File: config.mk
export PLATFORM = sky130hd
export DESIGN_NAME = t5_dmem
export DESIGN_NICKNAME = d
export VERILOG_FILES = /design/src/rtl/t5_dmem.sv
export SDC_FILE = /design/constraint.sdc
export NUM_CORES = 1
export LEC_CHECK = 0
export BUFFER_PORTS_ARGS = -buffer_cell sky130_fd_sc_hd__buf_2
export CORE_AREA = 2 2 83 85
export DETAILED_ROUTE_END_ITERATION = 7
export DIE_AREA = 0 0 85 87
export GPL_ROUTABILITY_DRIVEN = 0
export PLACE_DENSITY = 0.83
export SLEW_MARGIN = 20
export SYNTH_ARGS = -nofsm -noshare
export SYNTH_HDL_FRONTEND = slang
export SYNTH_SLANG_ARGS = --single-unit
File: constraint.sdc
create_clock -name sclk -period 2.2 [get_ports sclk]
set_input_delay 0.11 -clock sclk [delete_from_list [all_inputs] [get_ports sclk]]
set_output_delay 0.11 -clock sclk [all_outputs]
set_load 0.1 [all_outputs]
File: src/rtl/t5_dmem.sv
// t5 data-memory bus initiator: one outstanding Wishbone-style cycle with lane steering and pipeline stall.
// Optional misaligned-access trap enabled by defining T5_MISALIGN_TRAP_EN (adds the dmis port).
module t5_dmem #(
   parameter int unsigned XLEN = 32
) (
   input  logic            sclk,
   input  logic            srst,
   input  logic            sena,
   input  logic [6:2]      xopc,
   input  logic [14:12]    xfn3,
   input  logic [XLEN-1:0] xadr,
   input  logic [XLEN-1:0] xdat,
   input  logic            dwb_ack,
   output logic [XLEN-1:0] dwb_adr,
   output logic [XLEN-1:0] dwb_dto,
   output logic [3:0]      dwb_sel,
   output logic            dwb_stb,
   output logic            dwb_wre,
   output logic            dstall
`ifdef T5_MISALIGN_TRAP_EN
   ,
   output logic            dmis
`endif
);

   localparam logic [4:0] OPC_LOAD  = 5'b00000;
   localparam logic [4:0] OPC_STORE = 5'b01000;
   localparam logic [1:0] SZ_BYTE   = 2'b00;
   localparam logic [1:0] SZ_HALF   = 2'b01;
   localparam int unsigned NBYTE    = XLEN / 8;
   localparam int unsigned NHALF    = XLEN / 16;

   typedef enum logic {
      ST_IDLE = 1'b0,
      ST_WAIT = 1'b1
   } state_e;

   state_e            state_q, state_d;
   logic [XLEN-1:0]   adr_q, adr_d;
   logic [XLEN-1:0]   dto_q, dto_d;
   logic [3:0]        sel_q, sel_d;
   logic              stb_q, stb_d;
   logic              wre_q, wre_d;

   logic              is_load, is_store, mem_op;
   logic              slot_free, misal, req_take;
   logic [1:0]        size;
   logic [3:0]        lane_sel;
   logic [XLEN-1:0]   lane_dat;

   // funct3[14] (sign/zero-extend) only matters to the write-back stage
   logic              unused_fn3;
   assign unused_fn3 = xfn3[14];

   assign size      = xfn3[13:12];
   assign is_load   = (xopc == OPC_LOAD);
   assign is_store  = (xopc == OPC_STORE);
   assign mem_op    = is_load | is_store;
   // a new cycle may start when idle or on the edge the current one is acknowledged
   assign slot_free = (state_q == ST_IDLE) | dwb_ack;

`ifdef T5_MISALIGN_TRAP_EN
   assign misal = ((size == SZ_HALF) & xadr[0]) | (size[1] & (xadr[1:0] != 2'b00));
`else
   assign misal = 1'b0;
`endif

   assign req_take = sena & mem_op & slot_free & ~misal;

   // Byte-lane select and replicated store data by access size
   always_comb begin
      lane_sel = 4'hF;
      lane_dat = xdat;
      case (size)
         SZ_BYTE: begin
            lane_sel = 4'b0001 << xadr[1:0];
            lane_dat = {NBYTE{xdat[7:0]}};
         end
         SZ_HALF: begin
            lane_sel = xadr[1] ? 4'hC : 4'h3;
            lane_dat = {NHALF{xdat[15:0]}};
         end
         default: begin
            lane_sel = 4'hF;
            lane_dat = xdat;
         end
      endcase
   end

   // State register
   always_ff @(posedge sclk) begin
      if (srst) begin
         state_q <= ST_IDLE;
      end else begin
         state_q <= state_d;
      end
   end

   // Next-state logic
   always_comb begin
      state_d = state_q;
      case (state_q)
         ST_IDLE: begin
            if (req_take) begin
               state_d = ST_WAIT;
            end
         end
         ST_WAIT: begin
            if (dwb_ack) begin
               state_d = req_take ? ST_WAIT : ST_IDLE;
            end
         end
         default: state_d = ST_IDLE;
      endcase
   end

   // Output logic: stall is the only unregistered output
   always_comb begin
      dstall = 1'b0;
      if (state_q == ST_WAIT) begin
         dstall = ~dwb_ack;
      end
   end

   // Bus field next values: load on acceptance, otherwise hold
   always_comb begin
      adr_d = adr_q;
      dto_d = dto_q;
      sel_d = sel_q;
      wre_d = wre_q;
      stb_d = (state_q == ST_WAIT) & ~dwb_ack;
      if (req_take) begin
         adr_d = {xadr[XLEN-1:2], 2'b00};
         dto_d = lane_dat;
         sel_d = lane_sel;
         wre_d = is_store;
         stb_d = 1'b1;
      end
   end

   always_ff @(posedge sclk) begin
      if (srst) begin
         adr_q <= '0;
         dto_q <= '0;
         sel_q <= 4'h0;
         wre_q <= 1'b0;
         stb_q <= 1'b0;
      end else begin
         adr_q <= adr_d;
         dto_q <= dto_d;
         sel_q <= sel_d;
         wre_q <= wre_d;
         stb_q <= stb_d;
      end
   end

`ifdef T5_MISALIGN_TRAP_EN
   logic dmis_q, dmis_d;

   // One-cycle pulse for a misaligned request that would otherwise have been accepted
   assign dmis_d = sena & mem_op & slot_free & misal;

   always_ff @(posedge sclk) begin
      if (srst) begin
         dmis_q <= 1'b0;
      end else begin
         dmis_q <= dmis_d;
      end
   end

   assign dmis = dmis_q;
`endif

   assign dwb_adr = adr_q;
   assign dwb_dto = dto_q;
   assign dwb_sel = sel_q;
   assign dwb_stb = stb_q;
   assign dwb_wre = wre_q;

endmodule

# Word-level counts from Yosys, hierarchy flattened
# Index checks and enable logic that the tools add are counted.
# word_totals
ff_bits	69
output_inout_bits	71
word_cells	26
# op_classes
n_eq_ne	2
n_shift	1
muxes	8
bitwise	7
n_reduce_logical	2
# op_table
op	n
$pmux W32 S2	1
$pmux W4 S2	1
$eq A5 B4 Y1 const B	1
$logic_not A5 Y1	1
$mux W1	4
$mux W4	1
$shl A1 B2 Y4 const A	1
$and A1 B1 Y1	3
$eq A2 B1 Y1 const B	1
$logic_not A2 Y1	1
$not A1 Y1	2
$or A1 B1 Y1	2
$pmux W1 S2	1

# Longest topological paths before layout
# Gate-level depths: netlist of run 1.
# depth
depth_word	7
ltp_mapped	6
ltp_nobuf	4

# Worst setup path after synthesis of run 1
# Ideal clock, no wire load.
# synth_path
kind	flip-flop to flip-flop
start	register state_q
end	register dto_q[0], in the netlist dwb_dto[0]
setup_time_ps	71
arrival_ps	1967
setup_slack_ps	162
stages_incl_launch_ff	7
period_less_slack_ps	2038
path_cell_list	dfxtp_1 > nand2b_1 > clkbuf_1 > clkinv_1 > clkbuf_1 > o31ai_1 > a21oi_1
# synth_between
elab_chain_len	3
# synth_rtl
element	line	text
from (decl)	38	state_e state_q, state_d;
from (signal assigned)	95	state_q <= state_d;
$not A1 Y1	-	
$or A1 B1 Y1	60	assign slot_free = (state_q == ST_IDLE) | dwb_ack;
$and A1 B1 Y1	68	assign req_take = sena & mem_op & slot_free & ~misal;
to (signal assigned)	150	dto_q <= dto_d;
to (decl)	40	logic [XLEN-1:0] dto_q, dto_d;
# Every way passes these cells.
# A chain may end at the register's enable or synchronous reset.

# Worst setup path in the final report of run 1
# layout_path
start	register state_q
end	register dto_q[31], in the netlist dwb_dto[31]
# The elaborated chain is that of the path after synthesis.

==> results of run 1 <==
==> path summary, 6_finish.rpt <==
check	end	cells after the start	from	slack, ns
setup reg to reg	dwb_dto[31]$_SDFFE_PP0P_	4	state_q$_SDFF_PP0_	0.49
setup / recovery	dwb_dto[31]$_SDFFE_PP0P_	4	state_q$_SDFF_PP0_	0.49
hold reg to reg	dwb_adr[8]$_SDFFE_PP0P_	2	dwb_adr[8]$_SDFFE_PP0P_	0.47
hold / removal	dwb_adr[14]$_SDFFE_PP0P_	3	xadr[14]	0.03
==> kinds of logic after synthesis <==
| kind of cell | Yosys count | share of synthesized area (%) |
|---|---|---|
| AOI/OAI and AO/OA | 139 | 28.51 |
| buffers and inverters | 53 | 7.288 |
| DFF | 69 | 44.21 |
| muxes | 24 | 8.010 |
| other | 1 | 0.1200 |
| and+or+nand+nor | 64 | 11.85 |
==> cell usage in the layout, fill, tap and decap left out, types with 16 or more instances in the layout <==
cell type,netlist,final
nand2_1,16,16
o31ai_1,39,39
buf_2,5,143
nand4_1,40,40
dfxtp_1,69,69
a31oi_1,20,20
a21oi_1,42,42
mux2i_1,16,16
==> per-stage QoR <==
step	util (%)	hold slack [ns]	power, mW	setup slack, ns	area, um^2
after floorplan	-	0.2602	1.610	0.1617	3128
after global placement	58.48	0.3672	1.735	0.5947	3841
after detailed placement	58.48	0.3722	1.742	0.5622	3841
after CTS	60.90	0.01555	2.611	0.5242	4000
after global routing	60.90	0.01427	2.697	0.4000	4000
final	60.90	0.02536	2.600	0.4937	4000
==> state kept, by name, indices dropped and copies added, names as in the netlist <==
register and count:
dwb_adr 30, dwb_dto 32, dwb_sel 4, dwb_wre 1
state_q 1, dwb_stb 1
==> critical path, stage by stage, from the launching register on <==
cell	delay, ns
dfxtp_1	0.31
nand2b_2	0.07
buf_4	0.53
nand4_1	0.42
o22ai_1	0.29
==> area by class of cell <==
type | count | area [um^2] | area share [%]
Clock buffer | 13 | 148.9 | 3.722
Clock inverter | 2 | 10.01 | 0.2502
Inverter | 5 | 18.77 | 0.4692
Multi-Input combinational cell | 229 | 1530 | 38.25
Sequential cell | 69 | 1381 | 34.53
Tap cell | 80 | 100.1 | 2.502
Timing Repair Buffer | 154 | 810.8 | 20.27
==> power by group through the flow <==
| stage | Combinational, mW | Clock (mW) | Sequential [mW] |
|---|---|---|---|
| 4_1_cts | 0.437 | 0.896 | 1.28 |
| 3_5_place_dp | 0.435 | 0 | 1.31 |
| 2_1_floorplan | 0.166 | 0 | 1.44 |
| 3_3_place_gp | 0.429 | 0 | 1.31 |
| 5_1_grt | 0.463 | 0.954 | 1.28 |
| 6_report | 0.441 | 0.880 | 1.28 |
==> per-layer routing <==
metal,up-vias,GRT usage [%]
met5,-,0
met2,169,41.76
met1,1633,33.75
li1,1595,-
met4,0,11.40
met3,23,4.265
==> metrics.yaml, run 1 <==
synthesis:
  syn_area_um2: 3124
  synthMostInstantiatedCell: "dfxtp_1"
  avgSynthCellArea_um2: 8.926
  yosys.area.top_type: "dfxtp_1"
  netlist_top_cells_area: "dfxtp_1, o31ai_1, nand4_1"
  synth_top_area_share_pct: 44.21
  synth.top_cells.by_count: "dfxtp_1, a21oi_1, nand4_1"
  yosys_most_used_dff: "dfxtp_1"
  synthDistinctLibCells: 25
  ys.warnings.count: 0
  ys_seq_area_share_pct: 44.21
  count_of_flip_flops_with_a_built_in_enable_after_synthesis: 0
  synth_seq_cells: 69
  synth_async_sr_flop_share_pct: 0
  synthCells: 350
timing:
  rsz0062_at_grt: "false"
  report.final.slew_viol_count: 0
  worst_slew_margin_rel_pct: 57.76
  post-route-period-util_pct: 77.56
  max_slew.worst_pin.slew_ns: 0.6336
  setup_violations: 0
  timing.final.crit_period_ns: 1.706
  final.setup_skew_ns: 0.006248
  post_route_setup_tns_ns: 0
  fmax_ghz: 0.5861
  hold_viol: 0
final_layout:
  layout.nets: 544
  fin_cells: 552
  post_route_cells_drive_above_1_share_pct: 37.50
  antennaDiodeCount: 0
  num-fill-cells: 600
  syn_to_final_growth_pct: 28.03
critical_path:
  cp_max_fanout: 60
  worst_setup_path_start_kind: "flip-flop"
  cp.arrival_ns: 1.95
  worst-endpoint-required_ns: 2.44
  crit_type: "reg2reg"
  setup.worst_path.end_class: "flip-flop"
global_routing:
  grt_pass1_wl_mm: 15.29
  overflow: 0
  grtUsageTotal_pct: 25.71
  grt_max_degree: 62
  antenna_found_initial: 0
  number_of_global_route_vias_before_repair: 3112
run_status:
  status: "finished clean"
drt:
  vias: 3420
  uppermost_layer_routed: "met4"
  wl_per_cell_um: 17.62
  drtPass1Iterations: 4
  finalWirelength_mm: 9.728
  route.layer.met1.wl_mm: 4.165
  wl_met2_mm: 4.772
  dr_wl_met3_um: 601
  antenna_violating_nets_post_route: 0
  drt_iter0_drc: 332
  via_per_inst: 6.196
  remaining_drc_errors: 0
cts:
  insertion_delay_to_the_later_sink_of_the_worst_skew_pair_ns: 0.33
  hold_buffers: 0
  htreeDepth: 3
  clockBufferDepth: 2
  clk_transition_reported_paths_ns: 0.07
  number_of_buffers_added_for_setup_after_cts: 0
  cts_inserted_buffers: 9
  clock_tree_from_tritoncts: "yes"
  cts.repair.resized: 0
  clkSinkCount: 69
  cts.root.buffer_cell: "clkbuf_8"
floorplanning:
  chipWidth_um: 85
  chipHeight_um: 87
  floorplan.io_pins: 147
  placement_rows: 30
  die_area_um2: 7395
  initial_core_util_pct: 47.56
  core_region_area_um2: 6569
placement:
  post-place-cells: 537
  port_buffers: 143
  hpwlAfterDp_mm: 6.230
power_and_ir_drop:
  internal_power_mw: 1.819
  leakagePower_nw: 1.693
  switching_power_mw: 0.7809
  power.clock.fraction_pct: 33.9
  power.switching_fraction_pct: 30.03
  vdd.ir_drop.worst_uv: 361.0
  share_seq_of_total_power_pct: 49.2
  pwr_cell_area_nw_per_um2: 650.0
  share_comb_of_total_power_pct: 17.0
worst_hold_path:
  min-delay-path-class: "in2reg"
flow_run:
  maximum_capacitance_violations: 0
Power figures use the tool's default switching activity.
==> run 2: changes to the inputs <==
--- a/config.mk
+++ b/config.mk
@@ -5,12 +5,13 @@
 export SDC_FILE = /design/constraint.sdc
 export NUM_CORES = 1
 export LEC_CHECK = 0
+export ABC_AREA = 1
 export BUFFER_PORTS_ARGS = -buffer_cell sky130_fd_sc_hd__buf_2
-export CORE_AREA = 2 2 83 85
+export CORE_AREA = 2 2 88 90
 export DETAILED_ROUTE_END_ITERATION = 7
-export DIE_AREA = 0 0 85 87
+export DIE_AREA = 0 0 90 92
 export GPL_ROUTABILITY_DRIVEN = 0
-export PLACE_DENSITY = 0.83
+export PLACE_DENSITY = 0.77
 export SLEW_MARGIN = 20
 export SYNTH_ARGS = -nofsm -noshare
 export SYNTH_HDL_FRONTEND = slang
==> constraint.sdc (replaced) <==
create_clock -name sclk -period 1.7 [get_ports sclk]
set_input_delay 0.085 -clock sclk [delete_from_list [all_inputs] [get_ports sclk]]
set_output_delay 0.085 -clock sclk [all_outputs]
set_load 0.1 [all_outputs]
==> run 2 against run 1 <==
  * Final area is 8.4% higher
  * Area after synthesis rose by 6.2%
  * Clock power up 67%
  * Largest cell class unchanged
  * Non-clock buffer count shrank 1
  * Critical endpoint is now dwb_adr[18]$_SDFFE_PP0P_
  * Critical path type unchanged
==> metrics.yaml, run 2 <==
critical_path:
  setup.worst_path.end_class: "flip-flop"  # unchanged
  worst-r2r-setup-slack_ns: 0.41  # was 0.49 ns
  crit_type: "reg2reg"  # unchanged
  cp.arrival_ns: 1.57  # was 1.95 ns
  capture_point_of_the_worst_path: "dwb_adr[18]$_SDFFE_PP0P_"  # was dwb_dto[31]$_SDFFE_PP0P_
  r2r_cells: 6  # was 4
  worst-endpoint-required_ns: 1.98  # was 2.44 ns
  rr_endpoint: "dwb_adr[18]$_SDFFE_PP0P_"  # was dwb_dto[31]$_SDFFE_PP0P_
  cp-startpoint: "state_q$_SDFF_PP0_"  # unchanged
  critical_path.reg2reg.startpoint: "state_q$_SDFF_PP0_"  # unchanged
  worst_setup_path_start_kind: "flip-flop"  # unchanged
  cp_max_fanout: 28  # was 60
timing:
  fmax_ghz: 0.7753  # was 0.5861 GHz
  rsz0062_at_grt: "false"  # unchanged
  hold_viol: 0  # unchanged
  worst_slew_margin_rel_pct: 65.59  # was 57.76%
  max_slew.worst_pin.slew_ns: 0.5197  # was 0.6336 ns
  report.final.slew_viol_count: 0  # unchanged
  setup_violations: 0  # unchanged
  timing.final.crit_period_ns: 1.290  # was 1.706 ns
  final.setup_skew_ns: 0.005252  # was 0.006248 ns
  post_route_setup_tns_ns: 0  # unchanged
  post-route-period-util_pct: 75.87  # was 77.56%
placement:
  port_buffers: 143  # unchanged
  post-place-cells: 741  # was 537
  total_placed_instance_area_um2: 4096  # was 3841 um^2
  hpwlAfterDp_mm: 6.188  # was 6.230 mm
worst_hold_path:
  min-delay-path-class: "in2reg"  # unchanged
drt:
  finalWirelength_mm: 8.413  # was 9.728 mm
  wl_per_cell_um: 11.08  # was 17.62 um
  vias: 3459  # was 3,420
  drt_iter0_drc: 140  # was 332
  remaining_drc_errors: 0  # unchanged
  via_per_inst: 4.557  # was 6.196
  antenna_violating_nets_post_route: 0  # unchanged
  drtPass1Iterations: 6  # was 4
final_layout:
  finish.utilization_pct: 58.20  # was 60.90%
  post_route_cells_drive_above_1_share_pct: 26.94  # was 37.50%
  layout.cells.most_common: "buf_2"  # unchanged
  antennaDiodeCount: 0  # unchanged
  syn_to_final_growth_pct: 30.67  # was 28.03%
  largest_reg_flops: 32  # unchanged
  regArea_um2: 1381  # unchanged
  layout.nets: 728  # was 544
  num-fill-cells: 753  # was 600
  fin_area_um2: 4334  # was 4000 um^2
  final_cell_mix: "buf_2, nor2_1, nand2_1"  # was buf_2, dfxtp_1, a21oi_1
  multi_input_comb_area_um2: 1508  # was 1530 um^2
  fin_cells: 759  # was 552
synthesis:
  post_synth_and_or_nand_nor_area_fraction_pct: 41.31  # was 11.85%
  yosys.area.top_type: "dfxtp_1"  # unchanged
  synthCells: 518  # was 350
  synth_top_area_share_pct: 41.64  # was 44.21%
  synthAdderAreaFrac_pct: 0  # unchanged
  netlist_top_cells_area: "dfxtp_1, nor2_1, nand2_1"  # was dfxtp_1, o31ai_1, nand4_1
  synthMostInstantiatedCell: "nor2_1"  # was dfxtp_1
  main_combinational_cell_family_by_area_after_synthesis: "simple AND/OR/NAND/NOR gates"  # was compound AO/OA/AOI/OAI gates
  synthDistinctLibCells: 21  # was 25
  synth.top_cells.by_count: "nor2_1, nand2_1, dfxtp_1"  # was dfxtp_1, a21oi_1, nand4_1
  xor_xnor_portion_of_the_synthesized_cell_area_pct: 0  # unchanged
  avgSynthCellArea_um2: 6.403  # was 8.926 um^2
  count_of_flip_flops_with_a_built_in_enable_after_synthesis: 0  # unchanged
  synth_async_sr_flop_share_pct: 0  # unchanged
  yosys_most_used_dff: "dfxtp_1"  # unchanged
  synth_seq_cells: 69  # unchanged
  ys.warnings.count: 0  # unchanged
  syn_area_um2: 3317  # was 3124 um^2
  synth-compound-area-share_pct: 3.923  # was 28.51%
  synthMuxAreaShare_pct: 0  # was 8.010%
  ys_seq_area_share_pct: 41.64  # was 44.21%
power_and_ir_drop:
  pwr_cell_area_nw_per_um2: 878.6  # was 650.0 nW/um^2
  vdd.ir_drop.worst_uv: 374.8  # was 361.0 uV
  leakagePower_nw: 2.449  # was 1.693 nW
cts:
  cts.repair.resized: 0  # unchanged
  clkSinkCount: 69  # unchanged
  cts_inserted_buffers: 9  # unchanged
  htreeDepth: 3  # unchanged
  hold_buffers: 2  # was 0
  insertion_delay_to_the_later_sink_of_the_worst_skew_pair_ns: 0.34  # was 0.33 ns
  number_of_buffers_added_for_setup_after_cts: 0  # unchanged
  clock_tree_from_tritoncts: "yes"  # unchanged
  cts.root.buffer_cell: "clkbuf_8"  # unchanged
  clockBufferDepth: 2  # unchanged
  clk_transition_reported_paths_ns: 0.07  # about the same
floorplanning:
  core_region_area_um2: 7447  # was 6569 um^2
  floorplan.io_pins: 147  # unchanged
  placement_rows: 32  # was 30
  chipHeight_um: 92  # was 87 um
  chipWidth_um: 90  # was 85 um
  initial_core_util_pct: 44.54  # was 47.56%
  die_area_um2: 8280  # was 7395 um^2
global_routing:
  overflow: 0  # unchanged
  grt_pass1_wl_mm: 14.24  # was 15.29 mm
  antenna_found_initial: 0  # unchanged
  grtUsageTotal_pct: 21.08  # was 25.71%
  grt_max_degree: 45  # was 62
  number_of_global_route_vias_before_repair: 3242  # was 3,112
flow_run:
  maximum_capacitance_violations: 0  # unchanged
run_status:
  status: "finished clean"  # unchanged
-- run 2: layout make-up --
type                       count  area share (%)
clock buffer                  13           3.435
clock inverter                 3           1.588
inverter                      67           5.803
multi-input combinational    352           34.79
sequential                    69           31.87
tap                          102           2.945
timing repair buffer         153           19.57
-- run 2: critical path, stage by stage (launching register included) --
cell	delay, ns
dfxtp_1	0.31
nand2_2	0.15
inv_2	0.11
nor2_8	0.28
buf_12	0.21
nor2_1	0.05
nor2_1	0.10
-- run 2: where the power goes --
group          internal [mW]  leakage [nW]  switching, mW
Clock                  0.871         0.108          0.601
Combinational          0.179          1.78          0.489
Sequential              1.65         0.558         0.0159
-- run 2: cells by family after synthesis --
kind of cell	Yosys count
AOI/OAI and AO/OA	22
buffers and inverters	98
DFF	69
other	1
and+or+nand+nor	328
-- run 2: how the worst min path moves through the flow --
stage	startpoint	endpoint	cells past startpoint
6_report	xadr[8]	dwb_adr[8]$_SDFFE_PP0P_	5
5_1_grt	xadr[24]	dwb_adr[24]$_SDFFE_PP0P_	5
4_1_cts	xadr[3]	dwb_adr[3]$_SDFFE_PP0P_	5
3_5_place_dp	srst	dwb_stb$_SDFF_PP0_	2
3_3_place_gp	srst	state_q$_SDFF_PP0_	2
2_1_floorplan	srst	dwb_stb$_SDFF_PP0_	1
-- run 2: layer usage --
metal  routed length [um]  part of all wire (%)  track usage, %  vias up
met5                    0                     0               0        -
met4                  204                   2.4           9.359        0
met3                  672                   8.0           6.245       18
met2                 3695                    44           33.65      140
met1                 3840                    46           26.45     1489
li1                     -                     -               -     1812
-- run 2: stage by stage --
step / total power [mW] / hold WS, ns / setup slack (ns)
4_1_cts: 3.865 / 0.04031 / 0.3790
3_5_place_dp: 2.370 / 0.2938 / 0.3920
2_1_floorplan: 2.195 / 0.1541 / 0.4049
3_3_place_gp: 2.364 / 0.2858 / 0.4245
5_1_grt: 3.999 / 0.07070 / 0.2732
6_report: 3.808 / 0.05678 / 0.4102
==> run 3: changes to the inputs <==
==> constraint.sdc (replaced) <==
create_clock -name sclk -period 1.3 [get_ports sclk]
set_input_delay 0.065 -clock sclk [delete_from_list [all_inputs] [get_ports sclk]]
set_output_delay 0.065 -clock sclk [all_outputs]
set_load 0.1 [all_outputs]
==> run 3 against run 2 <==
  * Global-route usage grew 0.17 points
  * Combinational power grew 32%
  * Total power grew 22%
  * Final cell count grew 0.26%
  * Clock power grew 7%
  * First-iteration DRC count shrank 12%
==> metrics.yaml, run 3 (synthesized netlist as in run 2, its figures left out) <==
floorplanning:
  core_region_area_um2: 7447  # unchanged
  chipHeight_um: 92  # unchanged
  die_area_um2: 8280  # unchanged
  placement_rows: 32  # unchanged
  floorplan.io_pins: 147  # unchanged
  chipWidth_um: 90  # unchanged
  initial_core_util_pct: 44.54  # unchanged
cts:
  cts.root.buffer_cell: "clkbuf_8"  # unchanged
  clockBufferDepth: 2  # unchanged
  clk_transition_reported_paths_ns: 0.08  # was 0.07 ns
  cts_inserted_buffers: 9  # unchanged
  number_of_buffers_added_for_setup_after_cts: 0  # unchanged
  clkSinkCount: 69  # unchanged
  clock_tree_from_tritoncts: "yes"  # unchanged
  insertion_delay_to_the_later_sink_of_the_worst_skew_pair_ns: 0.34  # about the same
  htreeDepth: 3  # unchanged
power_and_ir_drop:
  share_comb_of_total_power_pct: 19.1  # was 17.6%
  share_seq_of_total_power_pct: 47.0  # was 43.8%
  power.switching_fraction_pct: 31.31  # was 29.05%
  vdd.ir_drop.worst_uv: 525.4  # was 374.8 uV
  post-layout-total-power_mw: 4.637  # was 3.808 mW
  power.clock.fraction_pct: 33.9  # was 38.7%
  switching_power_mw: 1.452  # was 1.106 mW
  leakagePower_nw: 2.462  # was 2.449 nW
  pwr_cell_area_nw_per_um2: 1066  # was 878.6 nW/um^2
  internal_power_mw: 3.185  # was 2.702 mW
placement:
  port_buffers: 143  # unchanged
  place_ws_ns: 0.1223  # was 0.3920 ns
  hpwlAfterDp_mm: 6.383  # was 6.188 mm
  post-place-cells: 744  # was 741
  total_placed_instance_area_um2: 4144  # was 4096 um^2
final_layout:
  layout.nets: 731  # was 728
  fin_area_um2: 4348  # was 4334 um^2
  largest_reg_flops: 32  # unchanged
  layout.cells.most_common: "buf_2"  # unchanged
  syn_to_final_growth_pct: 31.08  # was 30.67%
  post_route_cells_drive_above_1_share_pct: 27.47  # was 26.94%
  antennaDiodeCount: 0  # unchanged
  fin_cells: 761  # was 759
  finish.utilization_pct: 58.38  # was 58.20%
  final_cell_mix: "buf_2, nor2_1, nand2_1"  # unchanged
critical_path:
  crit_chain: "buf_2"  # was nand2_2 -> inv_2 -> nor2_8 -> buf_12 -> nor2_1 -> nor2_1
  worstSetupPathDepth: 1  # was 6
  cp.arrival_ns: 1.11  # was 1.57 ns
  worst-r2r-setup-slack_ns: 0.18  # was 0.41 ns
  worst_setup_path_start_kind: "flip-flop"  # unchanged
  worst-endpoint-required_ns: 1.24  # was 1.98 ns
  cpPeakStageDelay_ns: 0.43  # was 0.31 ns
  path_buf_inv: 1  # was 2
  crit_type: "reg2out"  # was reg2reg
  setup.worst_path.end_class: "output port"  # was flip-flop
  critical-path-top-delay-family: "buffers and inverters"  # was simple AND/OR/NAND/NOR gates
  slowest_stage: "buf_2"  # was dfxtp_1
  r2r_cells: 5  # was 6
  cp_max_fanout: 2  # was 28
worst_hold_path:
  min_delay_path_depth: 5  # unchanged
  min-delay-path-class: "in2reg"  # unchanged
timing:
  hold_viol: 0  # unchanged
  worst_slew_margin_rel_pct: 65.88  # was 65.59%
  max_slew.worst_pin.slew_ns: 0.5153  # was 0.5197 ns
  report.final.slew_viol_count: 0  # unchanged
  setup_violations: 0  # unchanged
  rsz0062_at_grt: "false"  # unchanged
  hold_ws_ns: 0.03915  # was 0.05678 ns
  post-route-period-util_pct: 90.52
  final.setup_skew_ns: 0.007082  # was 0.005252 ns
  post_route_setup_tns_ns: 0  # unchanged
  timing.final.crit_period_ns: 1.177
  fmax_ghz: 0.8498
  timing.final.ws_setup_ns: 0.1233  # was 0.4102 ns
drt:
  antenna_violating_nets_post_route: 0  # unchanged
  wl_per_cell_um: 11.43  # was 11.08 um
  remaining_drc_errors: 0  # unchanged
  drtPass1Iterations: 4  # was 6
  vias: 3498  # was 3,459
  finalWirelength_mm: 8.699  # was 8.413 mm
  via_per_inst: 4.597  # was 4.557
  drt_iter0_drc: 123  # was 140
global_routing:
  grt_max_degree: 43  # was 45
  grtUsageTotal_pct: 21.25  # was 21.08%
  number_of_global_route_vias_before_repair: 3202  # was 3,242
  antenna_found_initial: 0  # unchanged
  grt_pass1_wl_mm: 14.39  # was 14.24 mm
  overflow: 0  # unchanged
run_status:
  status: "finished clean"  # unchanged
flow_run:
  maximum_capacitance_violations: 0  # unchanged
[run 3: what timing repair did]
item	CTS	global route
setup endpoints to repair	0	2
gates resized for setup	0	2
hold buffers	2	0
endpoints found under the hold margin	3	0
[run 3: routing by layer]
layer	part of all wire (%)	GRT usage (%)	vias up
met5	0	0	-
met4	1.3	5.897	0
met3	8.4	6.656	8
met2	47	35.34	142
met1	44	26.68	1533
li1	-	-	1815
[run 3: area by class of cell]
class / count / area (um^2)
Tap cell: 102 / 127.6
Timing Repair Buffer: 156 / 895.9
Multi-Input combinational cell: 352 / 1513
Sequential cell: 69 / 1381
Inverter: 67 / 254.0
Clock buffer: 12 / 155.1
Fill cell: 757 / 3099
Clock inverter: 3 / 21.27
[run 3: path summary, 6_finish.rpt]
path                                                from                  endpoint
worst min-delay path                             xadr[9]   dwb_adr[9]$_SDFFE_PP0P_
worst max register to register        state_q$_SDFF_PP0_  dwb_adr[19]$_SDFFE_PP0P_
worst min register to register   dwb_adr[9]$_SDFFE_PP0P_   dwb_adr[9]$_SDFFE_PP0P_
worst max-delay path            dwb_adr[20]$_SDFFE_PP0P_               dwb_adr[20]
[run 3: power groups by stage]
stage	combinational, mW	sequential [mW]	clock [mW]
5_1_grt	0.958	2.19	1.73
6_report	0.886	2.18	1.57
3_5_place_dp	0.880	2.23	0
2_1_floorplan	0.311	2.56	0
3_3_place_gp	0.870	2.23	0
4_1_cts	0.887	2.18	1.65
